**config.mk**
```make
export PLATFORM = sky130hd
export DESIGN_NAME = midi_msg_parser_flat
export DESIGN_NICKNAME = d
export VERILOG_FILES = /design/src/rtl/midi_pkg.sv /design/src/rtl/midi_msg_parser_if.sv /design/src/rtl/midi_msg_fifo.sv /design/src/rtl/midi_msg_parser.sv /design/src/flat_wrapper.sv
export SDC_FILE = /design/constraint.sdc
export NUM_CORES = 1
export LEC_CHECK = 0
export ABC_AREA = 1
export BUFFER_PORTS_ARGS = -buffer_cell sky130_fd_sc_hd__buf_2
export CAP_MARGIN = 40
export CELL_PAD_IN_SITES_DETAIL_PLACEMENT = 1
export CELL_PAD_IN_SITES_GLOBAL_PLACEMENT = 1
export CORE_ASPECT_RATIO = 0.5
export CORE_UTILIZATION = 25
export CTS_CLUSTER_DIAMETER = 40
export DETAILED_ROUTE_END_ITERATION = 6
export GPL_TIMING_DRIVEN = 0
export PLACE_DENSITY = 0.45
export RECOVER_POWER = 25
export REMOVE_ABC_BUFFERS = 1
export SKIP_CTS_REPAIR_TIMING = 1
export SLEW_MARGIN = 25
export SYNTH_ARGS = -nofsm -noshare
export SYNTH_HDL_FRONTEND = slang
export SYNTH_SLANG_ARGS = --single-unit
```
**constraint.sdc**
```tcl
create_clock -name CLOCK_25 -period 5.35 [get_ports CLOCK_25]
set_input_delay 1.07 -clock CLOCK_25 [delete_from_list [all_inputs] [get_ports CLOCK_25]]
set_output_delay 1.07 -clock CLOCK_25 [all_outputs]
set_load 0.01 [all_outputs]
```
**src/rtl/midi_pkg.sv**
```systemverilog
// MIDI message parser shared definitions: status byte constants, FSM states and the message word layout.
package midi_pkg;

    localparam logic [7:0] NOTE_OFF    = 8'h80;
    localparam logic [7:0] NOTE_ON     = 8'h90;
    localparam logic [7:0] POLY_AT     = 8'hA0;
    localparam logic [7:0] CTRL_CHG    = 8'hB0;
    localparam logic [7:0] PROG_CHG    = 8'hC0;
    localparam logic [7:0] CHAN_AT     = 8'hD0;
    localparam logic [7:0] PITCH_BEND  = 8'hE0;
    localparam logic [7:0] SYSEX_START = 8'hF0;
    localparam logic [7:0] MTC_QF      = 8'hF1;
    localparam logic [7:0] SONG_POS    = 8'hF2;
    localparam logic [7:0] SONG_SEL    = 8'hF3;
    localparam logic [7:0] TUNE_REQ    = 8'hF6;
    localparam logic [7:0] SYSEX_END   = 8'hF7;
    localparam logic [7:0] RT_CLOCK    = 8'hF8;
    localparam logic [7:0] RT_TICK     = 8'hF9;
    localparam logic [7:0] RT_UNDEF    = 8'hFD;

    localparam int MSG_W = 26;

    typedef enum logic [1:0] {NOSTAT, WAIT_D1, WAIT_D2, SYSEX} state_t;

    typedef struct packed {
        logic [7:0] status;
        logic [7:0] d1;
        logic [7:0] d2;
        logic [1:0] len;
    } msg_t;

    function automatic logic [1:0] data_count(input logic [7:0] s);
        logic [1:0] n;
        n = 2'd0;
        if (s[7:4] == NOTE_OFF[7:4] || s[7:4] == NOTE_ON[7:4] || s[7:4] == POLY_AT[7:4] ||
            s[7:4] == CTRL_CHG[7:4] || s[7:4] == PITCH_BEND[7:4] || s == SONG_POS)
            n = 2'd2;
        else if (s[7:4] == PROG_CHG[7:4] || s[7:4] == CHAN_AT[7:4] || s == MTC_QF || s == SONG_SEL)
            n = 2'd1;
        return n;
    endfunction

endpackage

```
**src/rtl/midi_msg_parser_if.sv**
```systemverilog
// Message output port of the MIDI parser: FWFT head of the message queue with valid/ready.
interface midi_msg_parser_if;
    logic       msg_valid;
    logic       msg_ready;
    logic [7:0] msg_status;
    logic [7:0] msg_data1;
    logic [7:0] msg_data2;
    logic [1:0] msg_len;

    modport master (output msg_valid, msg_status, msg_data1, msg_data2, msg_len, input msg_ready);
    modport slave  (input msg_valid, msg_status, msg_data1, msg_data2, msg_len, output msg_ready);
endinterface

```
**src/rtl/midi_msg_fifo.sv**
```systemverilog
// First-word-fall-through message queue; a push on a full queue is accepted only alongside a pop.
module midi_msg_fifo #(
    parameter int W     = 26,
    parameter int DEPTH = 4
) (
    input  logic         clk,
    input  logic         rst,
    input  logic         push_i,
    input  logic [W-1:0] push_dat_i,
    input  logic         pop_i,
    output logic [W-1:0] head_o,
    output logic         full_o,
    output logic         empty_o
);
    localparam int PW = $clog2(DEPTH);
    localparam int CW = PW + 1;

    logic [W-1:0]  mem_q [DEPTH];
    logic [PW-1:0] wr_ptr_q, rd_ptr_q;
    logic [CW-1:0] count_q;
    logic          do_push, do_pop;

    assign empty_o = (count_q == '0);
    assign full_o  = (count_q == CW'(DEPTH));
    assign head_o  = mem_q[rd_ptr_q];
    assign do_pop  = pop_i && !empty_o;
    assign do_push = push_i && (!full_o || do_pop);

    always_ff @(posedge clk) begin
        if (do_push) mem_q[wr_ptr_q] <= push_dat_i;
    end

    always_ff @(posedge clk or posedge rst) begin
        if (rst) begin
            wr_ptr_q <= '0;
            rd_ptr_q <= '0;
            count_q  <= '0;
        end else begin
            if (do_push) wr_ptr_q <= wr_ptr_q + PW'(1);
            if (do_pop)  rd_ptr_q <= rd_ptr_q + PW'(1);
            if (do_push && !do_pop)      count_q <= count_q + CW'(1);
            else if (do_pop && !do_push) count_q <= count_q - CW'(1);
        end
    end
endmodule

```
**src/rtl/midi_msg_parser.sv**
```systemverilog
// Assembles MIDI messages from the synchronised UART byte strobe and queues them for the consumer.
// MIDI_CHAN_FILTER_EN: when defined, completed channel messages not on chan_sel are not queued.
module midi_msg_parser
    import midi_pkg::*;
#(
    parameter int FIFO_DEPTH  = 4,
    parameter int SYNC_STAGES = 2
) (
    input  logic                CLOCK_25,
    input  logic                iRST,
    input  logic                byte_ready,
    input  logic [7:0]          midi_byte,
    midi_msg_parser_if.master   msg,
    output logic                overflow,
    input  logic                ovf_clr,
    input  logic [3:0]          chan_sel
);
    logic [SYNC_STAGES-1:0] sync_q;
    logic                   prev_q;
    logic                   strobe;
    state_t                 state_q, state_d;
    logic [7:0]             run_q, run_d, cur_q, cur_d, d1_q, d1_d;
    logic [1:0]             cnt_q, cnt_d;
    logic                   push_q, push_d;
    msg_t                   push_msg_q, push_msg_d;
    logic                   overflow_q, overflow_d;
    logic                   chan_pass, fifo_full, fifo_empty, pop;
    logic [MSG_W-1:0]       head_w;
    msg_t                   head;

    assign strobe = sync_q[SYNC_STAGES-1] && !prev_q;

`ifdef MIDI_CHAN_FILTER_EN
    assign chan_pass = !(cur_q >= NOTE_OFF && cur_q < SYSEX_START) || (cur_q[3:0] == chan_sel);
`else
    logic chan_sel_unused;
    assign chan_sel_unused = ^chan_sel;
    assign chan_pass       = 1'b1;
`endif

    always_ff @(posedge CLOCK_25 or posedge iRST) begin
        if (iRST) begin
            sync_q     <= '0;
            prev_q     <= 1'b0;
            state_q    <= NOSTAT;
            run_q      <= '0;
            cur_q      <= '0;
            d1_q       <= '0;
            cnt_q      <= '0;
            push_q     <= 1'b0;
            push_msg_q <= '0;
            overflow_q <= 1'b0;
        end else begin
            sync_q     <= {sync_q[SYNC_STAGES-2:0], byte_ready};
            prev_q     <= sync_q[SYNC_STAGES-1];
            state_q    <= state_d;
            run_q      <= run_d;
            cur_q      <= cur_d;
            d1_q       <= d1_d;
            cnt_q      <= cnt_d;
            push_q     <= push_d;
            push_msg_q <= push_msg_d;
            overflow_q <= overflow_d;
        end
    end

    always_comb begin
        state_d    = state_q;
        run_d      = run_q;
        cur_d      = cur_q;
        d1_d       = d1_q;
        cnt_d      = cnt_q;
        push_d     = 1'b0;
        push_msg_d = '0;
        if (strobe) begin
            // Real-time bytes leave every piece of assembly state untouched.
            if (midi_byte >= RT_CLOCK) begin
                if (midi_byte != RT_TICK && midi_byte != RT_UNDEF) begin
                    push_d            = 1'b1;
                    push_msg_d.status = midi_byte;
                end
            end else if (midi_byte[7] && midi_byte < SYSEX_START) begin
                run_d   = midi_byte;
                cur_d   = midi_byte;
                cnt_d   = data_count(midi_byte);
                state_d = WAIT_D1;
            end else if (midi_byte[7]) begin
                case (midi_byte)
                    SYSEX_START: begin
                        run_d   = '0;
                        state_d = SYSEX;
                    end
                    MTC_QF, SONG_POS, SONG_SEL: begin
                        run_d   = '0;
                        cur_d   = midi_byte;
                        cnt_d   = data_count(midi_byte);
                        state_d = WAIT_D1;
                    end
                    TUNE_REQ: begin
                        run_d             = '0;
                        state_d           = NOSTAT;
                        push_d            = 1'b1;
                        push_msg_d.status = TUNE_REQ;
                    end
                    SYSEX_END: begin
                        if (state_q == SYSEX) begin
                            state_d           = NOSTAT;
                            push_d            = 1'b1;
                            push_msg_d.status = SYSEX_END;
                        end
                    end
                    default: begin
                        run_d   = '0;
                        state_d = NOSTAT;
                    end
                endcase
            end else begin
                case (state_q)
                    NOSTAT: ;
                    WAIT_D1: begin
                        d1_d = midi_byte;
                        if (cnt_q == 2'd1) begin
                            push_d     = chan_pass;
                            push_msg_d = '{status: cur_q, d1: midi_byte, d2: 8'h00, len: 2'd1};
                            state_d    = (run_q != '0) ? WAIT_D1 : NOSTAT;
                        end else begin
                            state_d = WAIT_D2;
                        end
                    end
                    WAIT_D2: begin
                        push_d     = chan_pass;
                        push_msg_d = '{status: cur_q, d1: d1_q, d2: midi_byte, len: 2'd2};
                        state_d    = (run_q != '0) ? WAIT_D1 : NOSTAT;
                    end
                    SYSEX: begin
                        push_d     = 1'b1;
                        push_msg_d = '{status: SYSEX_START, d1: midi_byte, d2: 8'h00, len: 2'd1};
                    end
                endcase
            end
        end
    end

    assign pop = msg.msg_valid && msg.msg_ready;

    // Set wins over clear; a push that coincides with a pop on a full queue is not a drop.
    always_comb begin
        overflow_d = overflow_q;
        if (ovf_clr) overflow_d = 1'b0;
        if (push_q && fifo_full && !pop) overflow_d = 1'b1;
    end

    midi_msg_fifo #(.W(MSG_W), .DEPTH(FIFO_DEPTH)) u_fifo (
        .clk        (CLOCK_25),
        .rst        (iRST),
        .push_i     (push_q),
        .push_dat_i (push_msg_q),
        .pop_i      (pop),
        .head_o     (head_w),
        .full_o     (fifo_full),
        .empty_o    (fifo_empty)
    );

    assign head           = head_w;
    assign overflow       = overflow_q;
    assign msg.msg_valid  = !fifo_empty;
    assign msg.msg_status = fifo_empty ? 8'h00 : head.status;
    assign msg.msg_data1  = fifo_empty ? 8'h00 : head.d1;
    assign msg.msg_data2  = fifo_empty ? 8'h00 : head.d2;
    assign msg.msg_len    = fifo_empty ? 2'd0  : head.len;
endmodule

```
**src/flat_wrapper.sv**
```systemverilog
// flat-port wrapper written by rule: the top's interface ports become plain ports
module midi_msg_parser_flat import midi_pkg::*;
#(
    parameter int FIFO_DEPTH  = 4,
    parameter int SYNC_STAGES = 2
)
  (CLOCK_25, iRST, byte_ready, midi_byte, overflow, ovf_clr, chan_sel, msg_msg_valid, msg_msg_status, msg_msg_data1, msg_msg_data2, msg_msg_len, msg_msg_ready);
  midi_msg_parser_if msg_i ();
  input  logic CLOCK_25;
  input  logic iRST;
  input  logic byte_ready;
  input  logic [7:0] midi_byte;
  output logic overflow;
  input  logic ovf_clr;
  input  logic [3:0] chan_sel;
  output wire logic [$bits(msg_i.msg_valid)-1:0] msg_msg_valid;
  output wire logic [$bits(msg_i.msg_status)-1:0] msg_msg_status;
  output wire logic [$bits(msg_i.msg_data1)-1:0] msg_msg_data1;
  output wire logic [$bits(msg_i.msg_data2)-1:0] msg_msg_data2;
  output wire logic [$bits(msg_i.msg_len)-1:0] msg_msg_len;
  input wire logic [$bits(msg_i.msg_ready)-1:0] msg_msg_ready;
  assign msg_msg_valid = msg_i.msg_valid;
  assign msg_msg_status = msg_i.msg_status;
  assign msg_msg_data1 = msg_i.msg_data1;
  assign msg_msg_data2 = msg_i.msg_data2;
  assign msg_msg_len = msg_i.msg_len;
  assign msg_i.msg_ready = msg_msg_ready;
  midi_msg_parser #(.FIFO_DEPTH(FIFO_DEPTH), .SYNC_STAGES(SYNC_STAGES)) u_core (.CLOCK_25(CLOCK_25), .iRST(iRST), .byte_ready(byte_ready), .midi_byte(midi_byte), .msg(msg_i), .overflow(overflow), .ovf_clr(ovf_clr), .chan_sel(chan_sel));
endmodule
```
==> results of run 1 <==
[stage by stage]
stage | setup slack [ns] | hold slack [ns]
6_report | 1.77 | 0.354
5_1_grt | 1.55 | 0.381
2_1_floorplan | 2.16 | 0.331
3_3_place_gp | 0.476 | 0.335
3_5_place_dp | 2.10 | 0.344
4_1_cts | 1.64 | 0.364
[kinds of logic (layout without fill, tap and decap cells)]
| logic type | after synthesis | count (layout) | share of synthesized area |
|---|---|---|---|
| simple gates | 286 | 286 | 0.185 |
| fa+ha+maj | 6 | 6 | 0.0124 |
| mux | 1 | 1 | 0.00170 |
| buf+inv | 62 | 117 | 0.0401 |
| xor+xnor | 4 | 4 | 0.00528 |
| other cells | 1 | 2 | 0.000565 |
| compound gates | 100 | 100 | 0.0831 |
| flops | 159 | 159 | 0.672 |
[Yosys cell counts (all sizes together)]
master / n / share of area
a21oi: 28 / 0.021
a22oi: 7 / 0.0079
buf: 14 / 0.013
clkbuf: 10 / 0.0057
clkinv: 1 / 0.00056
conb: 1 / 0.00056
dfrtp: 63 / 0.24
edfxtp: 96 / 0.43
fa: 1 / 0.0030
ha: 5 / 0.0094
inv: 37 / 0.021
mux2: 1 / 0.0017
nand2: 111 / 0.069
nand3: 30 / 0.027
nand4: 1 / 0.00094
nor2: 142 / 0.087
nor3: 2 / 0.0015
o21ai: 65 / 0.054
xnor2: 1 / 0.0013
xor2: 3 / 0.0040
[layer usage]
metal,track usage,part of all wire
met4,0.0379,0.0082
met3,0.0303,0.028
met1,0.188,0.52
met5,0,0
met2,0.210,0.45
[final timing paths]
kind | from | end | slack, ns | cells past startpoint
setup / recovery | u_core.u_fifo.rd_ptr_q[1] | msg_msg_data2[1] | 1.77 | 6
hold / removal | u_core.sync_q[0] | u_core.sync_q[1] | 0.35 | 0
setup reg to reg | u_core.u_fifo.count_q[0] | u_core.u_fifo.count_q[1] | 3.00 | 8
hold reg to reg | u_core.sync_q[0] | u_core.sync_q[1] | 0.35 | 0
max in group asynchronous | iRST | u_core.u_fifo.rd_ptr_q[1] | 4.20 | 3
min in group asynchronous | iRST | u_core.sync_q[0] | 0.60 | 2
[registers in the layout, summed over array words and instances (netlist names), 3 cells and up]
register	flops
u_core.u_fifo.mem_q	96
u_core.push_msg_q	24
u_core.cur_q	8
u_core.run_q	8
u_core.d1_q	7
u_core.u_fifo.count_q	3
[power by group through the flow]
stage                     clock, W  combinational [W]  sequential (W)
after global placement           0            0.00105         0.00164
final                      0.00117            0.00114         0.00159
after floorplan                  0           0.000664         0.00157
after detailed placement         0            0.00117         0.00162
after CTS                  0.00121            0.00118         0.00159
after global routing       0.00126            0.00131         0.00161
[area by class of cell]
type | count | area, µm² | share of cell area
clock buffer | 21 | 460 | 0.0579
clock inverter | 11 | 106 | 0.0134
inverter | 38 | 145 | 0.0183
multi-input combinational | 399 | 1950 | 0.245
sequential | 159 | 4460 | 0.561
tap | 344 | 430 | 0.0541
timing repair buffer | 47 | 398 | 0.0500
==> impl_metrics.yaml, run 1 <==
floorplanning:
  chipHeight_um: 117
  effective_utilization_at_floorplan: 0.259
  fp.dieArea_mm2: 0.0273
  die_w_um: 232
  placementRows: 41
  floorplan.core_area_mm2: 0.0256
  i_o_pins: 45
grt:
  grt_start_max_net_pins: 43
  groute.usage.overall: 0.135
  grt_pass1_vias: 4524
  antenna_found_initial: 1
  first_pass_grt_wire_length_um: 26600
  globalRoute.totalOverflow: 0
yosys:
  synth_area_per_cell_um2: 10.7
  synth_seq_cells: 159
  synthCells: 619
  synth_sequential_area_ratio: 0.672
  syn-cell-area_mm2: 0.00664
  synth_warnings: 0
  yosys.cell_types.count: 34
timing:
  finalSetupViolCount: 0
  timing.max_slew.rel_slack: 0.516
  fin_worst_skew_ns: 0.00715
  hold_viol: 0
  tightestPinTransition_ns: 0.719
  maxClockFrequency_mhz: 279
  period_needed_ns: 3.58
  fin_tns_setup_ns: 0
  post-route-period-util: 0.670
  unrepaired_setup_endpoints_after_global_routing: "false"
  drv_slew: 0
finish:
  finish.cell_count_without_fillers: 1019
  n_diodes: 0
  layout-area-overhead-vs-synth_pct: 19.7
  most_frequent_cells_in_the_layout: "sky130_fd_sc_hd__nor2_1 (134), sky130_fd_sc_hd__nand2_1 (104), sky130_fd_sc_hd__edfxtp_1 (96), sky130_fd_sc_hd__dfrtp_1 (61), sky130_fd_sc_hd__o21ai_0 (54)"
  final_nets: 685
  layout.core_utilization: 0.310
  postLayoutCellArea_mm2: 0.00795
  fill_cells: 2856
  layout.cells.most_common: "sky130_fd_sc_hd__nor2_1"
  ratio_of_cells_with_drive_above_1_in_the_final_layout: 0.166
power_and_ir_drop:
  totalPowerFinal_w: 0.00390
  peakVddDrop_v: 0.000200
  switching_share: 0.350
  share_seq_of_total_power: 0.408
  power.leakage_nw: 3.27
  share_of_total_power_in_the_clock_network: 0.300
  internal_power_w: 0.00254
  p_comb_frac: 0.292
  power_density_mw_per_mm2: 491
  total_switching_power_w: 0.00137
clocking:
  tritoncts: "built"
  max-clock-path-buffers: 2
  worst_skew_pair.late_latency_ns: 0.43
  ctsHtreeMaxLevel: 4
  clock_tree.root_cell: "sky130_fd_sc_hd__clkbuf_16"
  clk_pin_slew_worst_paths_ns: 0.07
  numCtsBuffers: 17
  cts_num_sinks: 159
placed_design:
  dpl.cell_count: 987
  standard_cell_area_after_detailed_placement_mm2: 0.00738
  routabilityCongestion: 0.767
  buffer_ports.inserted: 38
  detailedPlacementHpwl_um: 11400
detailed_routing:
  detail_route.wl_per_cell_um: 16.7
  detailedRoute.firstIterationViolations: 198
  drc: 0
  final_antenna_net_count: 0
  post_drt_via_cell_ratio: 4.29
  num_vias: 4376
  route.final.wire_length_um: 17000
  first_pass_iters: 4
setup_path:
  critical-path-max-stage-delay_ns: 0.80
  timing.critical_path.buf_inv: 3
  path_cells: "inv_1 > buf_8 > nor2_1 > o21ai_0 > a21oi_1 > buf_2"
  setup.worst_path.end_class: "output port"
  startpoint_type: "flip-flop"
  critPathMaxFanout: 26
  cp.arrival_ns: 2.51
  path_delay_family: "buffers and inverters"
  critPathKind: "reg2out"
  worst_path_max_delay_cell: "sky130_fd_sc_hd__dfrtp_2"
  crit_required_ns: 4.28
run:
  maxCapViolCount: 0
run_status:
  run_status: "finished, final reports clean"
min_path:
  min_path_type: "reg2reg"
Power figures use the tool's default switching activity.
==> inputs of run 2 (changes only) <==
PLACE_DENSITY = 0.46   (was 0.45)
clock period = 3 ns   (was 5.35 ns; I/O delays follow)
==> run 2 against run 1 <==
  * The flow now finishes with violations (max-capacitance violations, max-slew violations)
  * Largest power group unchanged
  * Clock-buffer cell count is 4 lower
  * Highest routed layer unchanged
  * Clock skew increased by 0.0033 ns
  * Hold slack lost 0.067 ns
  * Via count fell by 1.6%
  * Critical path type unchanged
  * Non-clock buffer count fell by 1
  * Global-route usage grew 0.15 points
  * Register-to-register slack worse by 2.4 ns
  * Largest cell class unchanged
  * Sequential share of layout area is 0.31 points higher
==> impl_metrics.yaml, run 2 (synthesis gave the netlist of run 1 again) <==
run_status:
  run_status: "finished with violations"
  failed_checks: "max-capacitance violations, max-slew violations"
finish:
  postLayoutCellArea_mm2: 0.00791
  layout-area-overhead-vs-synth_pct: 19.1
  finish.cell_count_without_fillers: 1018
  largest_register_ff_count: 96
  layout.core_utilization: 0.308
  ratio_of_cells_with_drive_above_1_in_the_final_layout: 0.169
  most_frequent_cells_in_the_layout: "sky130_fd_sc_hd__nor2_1 (134), sky130_fd_sc_hd__nand2_1 (104), sky130_fd_sc_hd__edfxtp_1 (96), sky130_fd_sc_hd__dfrtp_1 (61), sky130_fd_sc_hd__o21ai_0 (54)"
  register_area_mm2: 0.00446
  n_diodes: 0
  largest_register_by_flop_count: "u_core.u_fifo.mem_q"
  final_nets: 684
  layout.cells.most_common: "sky130_fd_sc_hd__nor2_1"
  largestRegisters: "u_core.u_fifo.mem_q: 96 flops, u_core.push_msg_q: 24 flops"
  fill_cells: 2863
  area_of_the_multi_input_gates_mm2: 0.00195
floorplanning:
  placementRows: 41
  fp.dieArea_mm2: 0.0273
  floorplan.core_area_mm2: 0.0256
  die_w_um: 232
  effective_utilization_at_floorplan: 0.259
  i_o_pins: 45
  chipHeight_um: 117
setup_path:
  worstSetupStartpoint: "u_core.u_fifo.rd_ptr_q[0]"
  crit_required_ns: 2.40
  critPathKind: "reg2out"
  critical_path.reg2reg.endpoint: "u_core.u_fifo.count_q[1]"
  cp.arrival_ns: 2.20
  ff2ff_path_depth: 8
  crit_path_end: "msg_msg_data2[0]"
  timing.critical_path.buf_inv: 4
  path_delay_family: "buffers and inverters"
  critical-path-max-stage-delay_ns: 0.55
  startpoint_type: "flip-flop"
  reg2reg_setup_slack_ns: 0.65
  cpMostUsedCell: "sky130_fd_sc_hd__buf_12"
  path_cells: "buf_12 > inv_2 > buf_12 > o21ai_0 > a21oi_1 > buf_2"
  setup.worst_path.end_class: "output port"
  r2r-start: "u_core.u_fifo.count_q[0]"
  worst_path_max_delay_cell: "sky130_fd_sc_hd__dfrtp_2"
  worst_path_depth: 6
  critPathMaxFanout: 42
timing:
  post-route-period-util: 0.933
  maxClockFrequency_mhz: 357
  period_needed_ns: 2.80
  worst_slack_ns: 0.202
  hold_viol: 0
  timing.max_slew.rel_slack: -0.0277
  unrepaired_setup_endpoints_after_global_routing: "false"
  drv_slew: 30
  fin_worst_skew_ns: 0.0104
  tightestPinTransition_ns: 1.53
  finalSetupViolCount: 0
grt:
  grt_pass1_vias: 4436
  antenna_found_initial: 1
  grt_start_max_net_pins: 43
  first_pass_grt_wire_length_um: 26900
  groute.usage.overall: 0.136
  globalRoute.totalOverflow: 0
placed_design:
  routabilityCongestion: 0.759
  buffer_ports.inserted: 38
  dpl.cell_count: 986
  standard_cell_area_after_detailed_placement_mm2: 0.00735
  detailedPlacementHpwl_um: 11200
  post-place-ws_ns: 0.399
detailed_routing:
  num_vias: 4307
  post_drt_via_cell_ratio: 4.23
  first_pass_iters: 4
  final_antenna_net_count: 0
  detailedRoute.firstIterationViolations: 215
  route.final.wire_length_um: 17100
  drc: 0
  detail_route.wl_per_cell_um: 16.8
clocking:
  tritoncts: "built"
  clk_pin_slew_worst_paths_ns: 0.07
  cts_num_sinks: 159
  max-clock-path-buffers: 2
  numCtsBuffers: 17
  worst_skew_pair.late_latency_ns: 0.43
  ctsHtreeMaxLevel: 4
  clock_tree.root_cell: "sky130_fd_sc_hd__clkbuf_16"
min_path:
  min_path_type: "in2reg"
power_and_ir_drop:
  power_density_mw_per_mm2: 870
  peakVddDrop_v: 0.000321
  power.leakage_nw: 3.24
run:
  maxCapViolCount: 1
-- run 2: cell types whose count changed in the layout (fill, tap and decap cells not counted), sizes merged --
cell      delta
bufinv       -1
clkinv       +2
clkinvlp     +3
buf          -1
clkbuf       -4
-- run 2: worst min path at each step --
stage	start	slack (ns)	cells past startpoint	to
2_1_floorplan	u_core.sync_q[0]	0.33	0	u_core.sync_q[1]
3_3_place_gp	u_core.sync_q[0]	0.33	0	u_core.sync_q[1]
3_5_place_dp	u_core.sync_q[0]	0.34	0	u_core.sync_q[1]
4_1_cts	iRST	0.18	2	u_core.sync_q[0]
5_1_grt	byte_ready	0.26	1	u_core.sync_q[0]
6_report	byte_ready	0.29	1	u_core.sync_q[0]
-- run 2: power breakdown --
part	internal, W	switching [W]	leakage (nW)
Sequential	0.00257	0.000244	1.70
Combinational	0.000728	0.00128	1.27
Clock	0.00108	0.000973	0.263
Total	0.00439	0.00250	3.24
-- run 2: final cells by class --
class	count	area share
flip-flops and latches	159	0.564
inverters	38	0.0182
clock buffers	17	0.0538
well taps	344	0.0544
clock inverters	15	0.0166
repair buffers	46	0.0465
multi-input cells	399	0.246
-- run 2: metal layers --
metal	vias to the layer above	GRT usage	routed length, µm	part of all wire
met1	2114	0.189	8890	0.52
li1	2144	-	-	-
met5	-	0	0	0
met4	0	0.0344	115	0.0067
met2	42	0.212	7620	0.45
met3	7	0.0351	463	0.027
-- run 2: metrics by stage --
step | setup TNS [ns] | power, W | hold slack, ns
6_report | 0 | 0.00689 | 0.286
2_1_floorplan | 0 | 0.00399 | 0.331
3_3_place_gp | -116.59 | 0.00481 | 0.333
4_1_cts | -0.422 | 0.00703 | 0.185
5_1_grt | 0 | 0.00738 | 0.260
3_5_place_dp | 0 | 0.00495 | 0.336
